===== src/rtl/or_agg_pkg.sv =====
// Shared constants and helpers for the OR event aggregator.
// lowest_set() is also used by the bench reference model.
package or_agg_pkg;

    localparam int N_SRC_DEFAULT = 8;

    function automatic logic [5:0] lowest_set(input logic [63:0] vec);
        logic [5:0] r;
        r = '0;
        for (int i = 63; i >= 0; i--) begin
            if (vec[i]) r = 6'(i);
        end
        return r;
    endfunction

endpackage


===== src/rtl/or_event_aggregator_if.sv =====
// Source/mask/clear inputs and irq/status outputs of the aggregator.
// master drives the event side, slave is the aggregator itself.
interface or_event_aggregator_if
    import or_agg_pkg::*;
#(
    parameter int N_SRC = N_SRC_DEFAULT,
    parameter int IDX_W = (N_SRC > 1) ? $clog2(N_SRC) : 1
);
    logic [N_SRC-1:0] src_i;
    logic             mask_we_i;
    logic [N_SRC-1:0] mask_wdata_i;
    logic             clr_en_i;
    logic [N_SRC-1:0] clr_vec_i;
    logic [N_SRC-1:0] pending_o;
    logic             irq_o;
    logic             first_vld_o;
    logic [IDX_W-1:0] first_idx_o;

    modport master (
        output src_i, mask_we_i, mask_wdata_i,
        output clr_en_i, clr_vec_i,
        input  pending_o, irq_o,
        input  first_vld_o, first_idx_o
    );

    modport slave (
        input  src_i, mask_we_i, mask_wdata_i,
        input  clr_en_i, clr_vec_i,
        output pending_o, irq_o,
        output first_vld_o, first_idx_o
    );
endinterface


===== src/rtl/or_agg_prio_enc.sv =====
// Combinational lowest-index finder over an N_SRC-bit vector.
// idx is 0 whenever no bit is set.
module or_agg_prio_enc #(
    parameter int N_SRC = 8,
    parameter int IDX_W = (N_SRC > 1) ? $clog2(N_SRC) : 1
) (
    input  logic [N_SRC-1:0] i_vec,
    output logic             o_vld,
    output logic [IDX_W-1:0] o_idx
);

    // Scan downwards so the lowest set index is written last.
    always_comb begin
        o_vld = 1'b0;
        o_idx = '0;
        for (int i = N_SRC - 1; i >= 0; i--) begin
            if (i_vec[i]) begin
                o_vld = 1'b1;
                o_idx = IDX_W'(i);
            end
        end
    end

endmodule


===== src/rtl/or_event_aggregator.sv =====
// Sticky, maskable N-source event aggregator with lowest-index report.
// Define OR_AGG_EDGE_EN for rising-edge capture instead of level capture.
module or_event_aggregator
    import or_agg_pkg::*;
#(
    parameter int N_SRC = N_SRC_DEFAULT,
    localparam int IDX_W = (N_SRC > 1) ? $clog2(N_SRC) : 1
) (
    input logic                  clk,
    input logic                  rst_n,
    or_event_aggregator_if.slave bus
);

    logic [N_SRC-1:0] r_pending;
    logic [N_SRC-1:0] r_mask;
    logic             r_irq;
    logic [IDX_W-1:0] r_idx;

    logic [N_SRC-1:0] w_set;
    logic [N_SRC-1:0] w_clr;
    logic [N_SRC-1:0] w_masked;
    logic             w_vld;
    logic [IDX_W-1:0] w_idx;

`ifdef OR_AGG_EDGE_EN
    logic [N_SRC-1:0] r_src_q;

    always_ff @(posedge clk) begin
        if (!rst_n) r_src_q <= '0;
        else        r_src_q <= bus.src_i;
    end

    assign w_set = bus.src_i & ~r_src_q;
`else
    assign w_set = bus.src_i;
`endif

    assign w_clr    = bus.clr_en_i ? bus.clr_vec_i : '0;
    assign w_masked = r_pending & r_mask;

    or_agg_prio_enc #(
        .N_SRC (N_SRC),
        .IDX_W (IDX_W)
    ) u_prio (
        .i_vec (w_masked),
        .o_vld (w_vld),
        .o_idx (w_idx)
    );

    // Set is OR-ed after the clear so a same-cycle event is never lost.
    always_ff @(posedge clk) begin
        if (!rst_n) begin
            r_pending <= '0;
            r_mask    <= '0;
            r_irq     <= 1'b0;
            r_idx     <= '0;
        end else begin
            r_pending <= (r_pending & ~w_clr) | w_set;
            if (bus.mask_we_i) r_mask <= bus.mask_wdata_i;
            r_irq <= w_vld;
            r_idx <= w_idx;
        end
    end

    assign bus.pending_o   = r_pending;
    assign bus.irq_o       = r_irq;
    assign bus.first_vld_o = r_irq;
    assign bus.first_idx_o = r_idx;

endmodule


===== src/flat_wrapper.sv =====
// flat-port wrapper written by rule: the top's interface ports become plain ports
module or_event_aggregator_flat import or_agg_pkg::*;
#(
    parameter int N_SRC = N_SRC_DEFAULT,
    localparam int IDX_W = (N_SRC > 1) ? $clog2(N_SRC) : 1
)
  (clk, rst_n, bus_src_i, bus_mask_we_i, bus_mask_wdata_i, bus_clr_en_i, bus_clr_vec_i, bus_pending_o, bus_irq_o, bus_first_vld_o, bus_first_idx_o);
  or_event_aggregator_if #(.N_SRC(N_SRC)) bus_i ();
  input logic clk;
  input logic rst_n;
  input wire logic [$bits(bus_i.src_i)-1:0] bus_src_i;
  input wire logic [$bits(bus_i.mask_we_i)-1:0] bus_mask_we_i;
  input wire logic [$bits(bus_i.mask_wdata_i)-1:0] bus_mask_wdata_i;
  input wire logic [$bits(bus_i.clr_en_i)-1:0] bus_clr_en_i;
  input wire logic [$bits(bus_i.clr_vec_i)-1:0] bus_clr_vec_i;
  output wire logic [$bits(bus_i.pending_o)-1:0] bus_pending_o;
  output wire logic [$bits(bus_i.irq_o)-1:0] bus_irq_o;
  output wire logic [$bits(bus_i.first_vld_o)-1:0] bus_first_vld_o;
  output wire logic [$bits(bus_i.first_idx_o)-1:0] bus_first_idx_o;
  assign bus_i.src_i = bus_src_i;
  assign bus_i.mask_we_i = bus_mask_we_i;
  assign bus_i.mask_wdata_i = bus_mask_wdata_i;
  assign bus_i.clr_en_i = bus_clr_en_i;
  assign bus_i.clr_vec_i = bus_clr_vec_i;
  assign bus_pending_o = bus_i.pending_o;
  assign bus_irq_o = bus_i.irq_o;
  assign bus_first_vld_o = bus_i.first_vld_o;
  assign bus_first_idx_o = bus_i.first_idx_o;
  or_event_aggregator #(.N_SRC(N_SRC)) u_core (.clk(clk), .rst_n(rst_n), .bus(bus_i));
endmodule

===== config.mk =====
export PLATFORM = sky130hd
export DESIGN_NAME = or_event_aggregator_flat
export DESIGN_NICKNAME = d
export VERILOG_FILES = /design/src/rtl/or_agg_pkg.sv /design/src/rtl/or_event_aggregator_if.sv /design/src/rtl/or_agg_prio_enc.sv /design/src/rtl/or_event_aggregator.sv /design/src/flat_wrapper.sv
export SDC_FILE = /design/constraint.sdc
export NUM_CORES = 1
export LEC_CHECK = 0
export CORE_MARGIN = 5
export CORE_UTILIZATION = 41
export DETAILED_ROUTE_END_ITERATION = 12
export GPL_ROUTABILITY_DRIVEN = 0
export PLACE_DENSITY_LB_ADDON = 0.12
export RECOVER_POWER = 25
export SETUP_SLACK_MARGIN = 0.2
export SLEW_MARGIN = 30
export SYNTH_ARGS = -nofsm -noshare
export SYNTH_HDL_FRONTEND = slang
export SYNTH_SLANG_ARGS = --single-unit
export TNS_END_PERCENT = 5

===== constraint.sdc =====
create_clock -name clk -period 3.1 [get_ports clk]
set_input_delay 0.93 -clock clk [delete_from_list [all_inputs] [get_ports clk]]
set_output_delay 0.93 -clock clk [all_outputs]
set_load 0.02 [all_outputs]

[Word-level counts from Yosys, hierarchy flattened]
Cells that the tools add are included.
Cells by class
  reduce and logical (&&, ||, !) cells: 3
  bitwise gates (word level): 5
  muxes and demuxes: 16
Operators by type and width (number)
  AND 8 bit: 2
  2-to-1 mux 3 bit: 4
  2-to-1 mux 1 bit: 9
  2-to-1 mux 8 bit: 1
  NOT 8 bit: 1
  bitwise OR 8 bit: 1
  OR reduction 5 bit: 1
  2-to-1 mux 2 bit: 2
  OR reduction 3 bit: 1
  OR reduction 2 bit: 1
  NOT 1 bit: 1
Storage, ports and cells
  output and inout bits: 13
  bits of input ports: 28
  register bits after elaboration: 20
  logic and storage cells: 30

[Logic depth before layout (Yosys ltp)]
  depth in word-level cells: 9
  mapped depth: 4
  depth with buffers taken out: 4

[Hierarchy]
Synthesis repeated with hierarchy kept, for this count alone.
Second synthesis, totals
  cells, all modules: 90
  area, all modules: 840.8 µm²
Modules (own cells, without submodules)
  or_event_aggregator: instances 1, cells an instance 77, sequential area each 400.4 µm², area each 760.7 µm²
  or_agg_prio_enc: instances 1, cells an instance 13, sequential area each 0.0 µm², area each 80.1 µm²

[Worst setup path before layout]
OpenSTA, ideal clock, no wires.
  path type: register -> output
  start point: register u_core.r_irq, in the netlist u_core.bus.first_vld_o
  end point: output port bus_irq_o
  setup slack: 1.575 ns
  arrival time: 0.595 ns
  path buffers: 1
  required time: 2.170 ns
  stages on the path, launching flop included: 2
  cells stage by stage: dfxtp_1 > buf_4
RTL lines
  from (decl): RTL line or_event_aggregator.sv:16  | logic r_irq;
  from (signal assigned): RTL line or_event_aggregator.sv:60  | r_irq <= w_vld;
  to (decl): RTL line flat_wrapper.sv:17  | output wire logic [$bits(bus_i.irq_o)-1:0] bus_irq_o;
No word-level cell between the ends.

[Worst setup path after layout]
  start point: register u_core.r_pending[3], in the netlist u_core.bus.pending_o[3]
  end point: output port bus_pending_o[3]
RTL lines
  from (decl): RTL line or_event_aggregator.sv:14  | logic [N_SRC-1:0] r_pending;
  from (signal assigned): RTL line or_event_aggregator.sv:58  | r_pending <= (r_pending & ~w_clr) | w_set;
  to (decl): RTL line flat_wrapper.sv:16  | output wire logic [$bits(bus_i.pending_o)-1:0] bus_pending_o;
No word-level cell between the ends.

==> metrics.txt <==
final core area utilization a little over two thirds; overall die area 0.00289 mm²; #FFs+latches synth 20; part of the power in registers between 50% and 60%; CP delay by family, top buffers and inverters; sw power 0.136 mW; CTS tree built; Peak VDD IR about 0.37 mV; GRT overflow 0; share of cells above drive strength 1 4.03%; area share of the largest cell type after synthesis between 50% and 60%; Crit. End Element output pin; Die Ht 53.8 µm; CTS max path bufs 2; Seq/Total Area, Yosys 51.0%; Layout Nets between 150 and 200; clk slew on worst S/H paths 0.11 ns; CTS resizes 0; Cells after Synth 83; first-pass GRT wire length 2990 µm; final antenna-violating net count 0; non-filler cells, final ~150; hold buffers post-CTS 0; Placed Cells 145; # Post-CTS Setup Buffers 0; synthesized net count about 110; met1 GRT Util 16.0%; Worst Tran Pin Value 0.588 ns; most common library cells after synthesis dfxtp_1, nor2b_1, nand2_1, a21oi_1, mux2i_1; initial antenna violation count 0; # DRC 0; CTS root buffer clkbuf_4; Worst EP required roughly 2.2 ns; met2 Use GR between 20 and 25%; crit-path cells clkdlybuf4s50_1; DRT Pass-1 Iters 3; io pins a little over 40; RSZ-0062 raised after global routing no; antenna diode count 0; CP Data Arrival Time around 1.4 ns; worst path bufs/invs 1; Post-synth EDFFs 0; final setup margin approximately 0.82 ns; gr busiest metal met2; cell taking the most area after synthesis dfxtp_1; PwrDens roughly 440 mW/mm²; period utilization 73.5%; CP max FO 4; Netlist cell types 19; fin crit period between 2 and 2.5 ns; synthesis warning total 0; TNS Setup 0 ns; CTS Sinks 20; hold crit path type reg -> reg; vias in the first global route 716; endpoints failing hold 0; count of input and output buffers 40; part of the power in the clock network a little over a quarter; Starting Density 44.1%; Avg Inst Size Synth 9.47 µm²; maxcap violations 0; via count 710; Die X approximately 54 µm; number of vias per cell approximately 4.8; status completed; Setup crit start kind register; asr flop ratio synth 0%; Sw Share between 20 and 25%; internal power just over 0.4 mW; site row count 15; Initial DRC Count 1; Lkg Pwr between 0.4 and 0.5 nW; Setup CP Type reg -> out; clk_lat worst skew 0.30 ns; average wire per standard cell between 10 and 15 µm; dpl hpwl ~1500 µm; GRT Resource Usage Total ~15%; relative slew slack around 61%; top cells by area, synth dfxtp_1, nor2b_1, mux2i_1; Final Slew Violations 0; pin count of the biggest net entering global routing 19; FMAX between 400 and 500 MHz; final WL between 1500 and 2000 µm; depth of the CTS H-tree 1; Top FF cell, synth dfxtp_1; Max stage delay cell, worst path clkdlybuf4s50_1; Slowest Stage Delay on Critical Path 0.63 ns; mapped cell area approximately 790 µm²; count leader, synth dfxtp_1; combinational power share approximately a fifth; Final Skew between 0.0015 and 0.002 ns; CTS Buf Count 3; M3 GR Usage around 4.2%; core box area between 0.0015 and 0.002 mm²; pre-CTS WS ~0.95 ns; Setup Viol. Count Final 0; Layout area overhead 57.5%
## routing by layer
layer / vias up / part of all wire (%) / routed length (µm)
met5: - / 0 / 0
met4: 0 / 2.6 / 48
met3: 4 / 7.9 / 146
met2: 24 / 49 / 898
met1: 316 / 41 / 745
li1: 366 / - / -
## area by class of cell
class,count,area [µm²]
timing repair buffer,41,404
tap,25,31.3
clock buffer,4,36.3
sequential,20,400
multi-input combinational,59,365
fill,147,546
## power by group through the flow
stage	registers [mW]	logic (mW)	clock network, mW
floorplan	0.304	0.0386	0
global placement	0.292	0.113	0
detailed placement	0.293	0.116	0
CTS	0.287	0.116	0.156
global route	0.290	0.123	0.168
finish	0.287	0.113	0.150
## through the flow
stage	hold slack (ns)	cell area (µm²)	total power, mW
6_report	0.497	1240	0.550
5_1_grt	0.536	1240	0.581
4_1_cts	0.499	1240	0.559
3_5_place_dp	0.484	1200	0.408
3_3_place_gp	0.479	1200	0.405
2_1_floorplan	0.450	786	0.343
## kinds of logic (layout without fill, tap and decap cells)
kind of cell | after synthesis | in the layout | share of synthesized area [%]
flops | 20 | 20 | 51.0
compound gates | 16 | 16 | 13.2
simple gates | 35 | 35 | 23.1
mux | 8 | 8 | 10.2
buf+inv | 4 | 45 | 2.55
## flip-flops by register name, indices dropped and copies added, names as in the netlist
signal,cells
u_core.bus.first_idx_o,3
u_core.bus.first_vld_o,1
u_core.bus.pending_o,8
u_core.r_mask,8
## final timing paths
kind	start	to	slack (ns)	cells after the start
worst max-delay path	u_core.bus.pending_o[3]$_SDFF_PN0_	bus_pending_o[3]	0.82	1
worst min-delay path	u_core.r_mask[1]$_SDFFE_PN0P_	u_core.bus.first_idx_o[1]$_SDFF_PP0_	0.50	1
worst max register to register	u_core.bus.pending_o[7]$_SDFF_PN0_	u_core.bus.first_vld_o$_SDFF_PN0_	1.97	4
worst min register to register	u_core.r_mask[1]$_SDFFE_PN0P_	u_core.bus.first_idx_o[1]$_SDFF_PP0_	0.50	1
## cell usage in the layout (no fill, tap or decap), drive strengths merged
cell,netlist,layout
a221oi,1,1
and3b,1,1
nand2,16,16
nor3,1,1
o21a,1,1
a32o,1,1
o22ai,1,1
nand3,1,1
a22o,1,1
clkdlybuf4s50,0,39
a21o,1,1
dfxtp,20,20
dlygate4sd3,0,1
clkbuf,2,5
a22oi,2,2
mux2i,8,8
nor2b,16,16
a21oi,8,8
No activity file was read; power rests on OpenSTA's default activity.
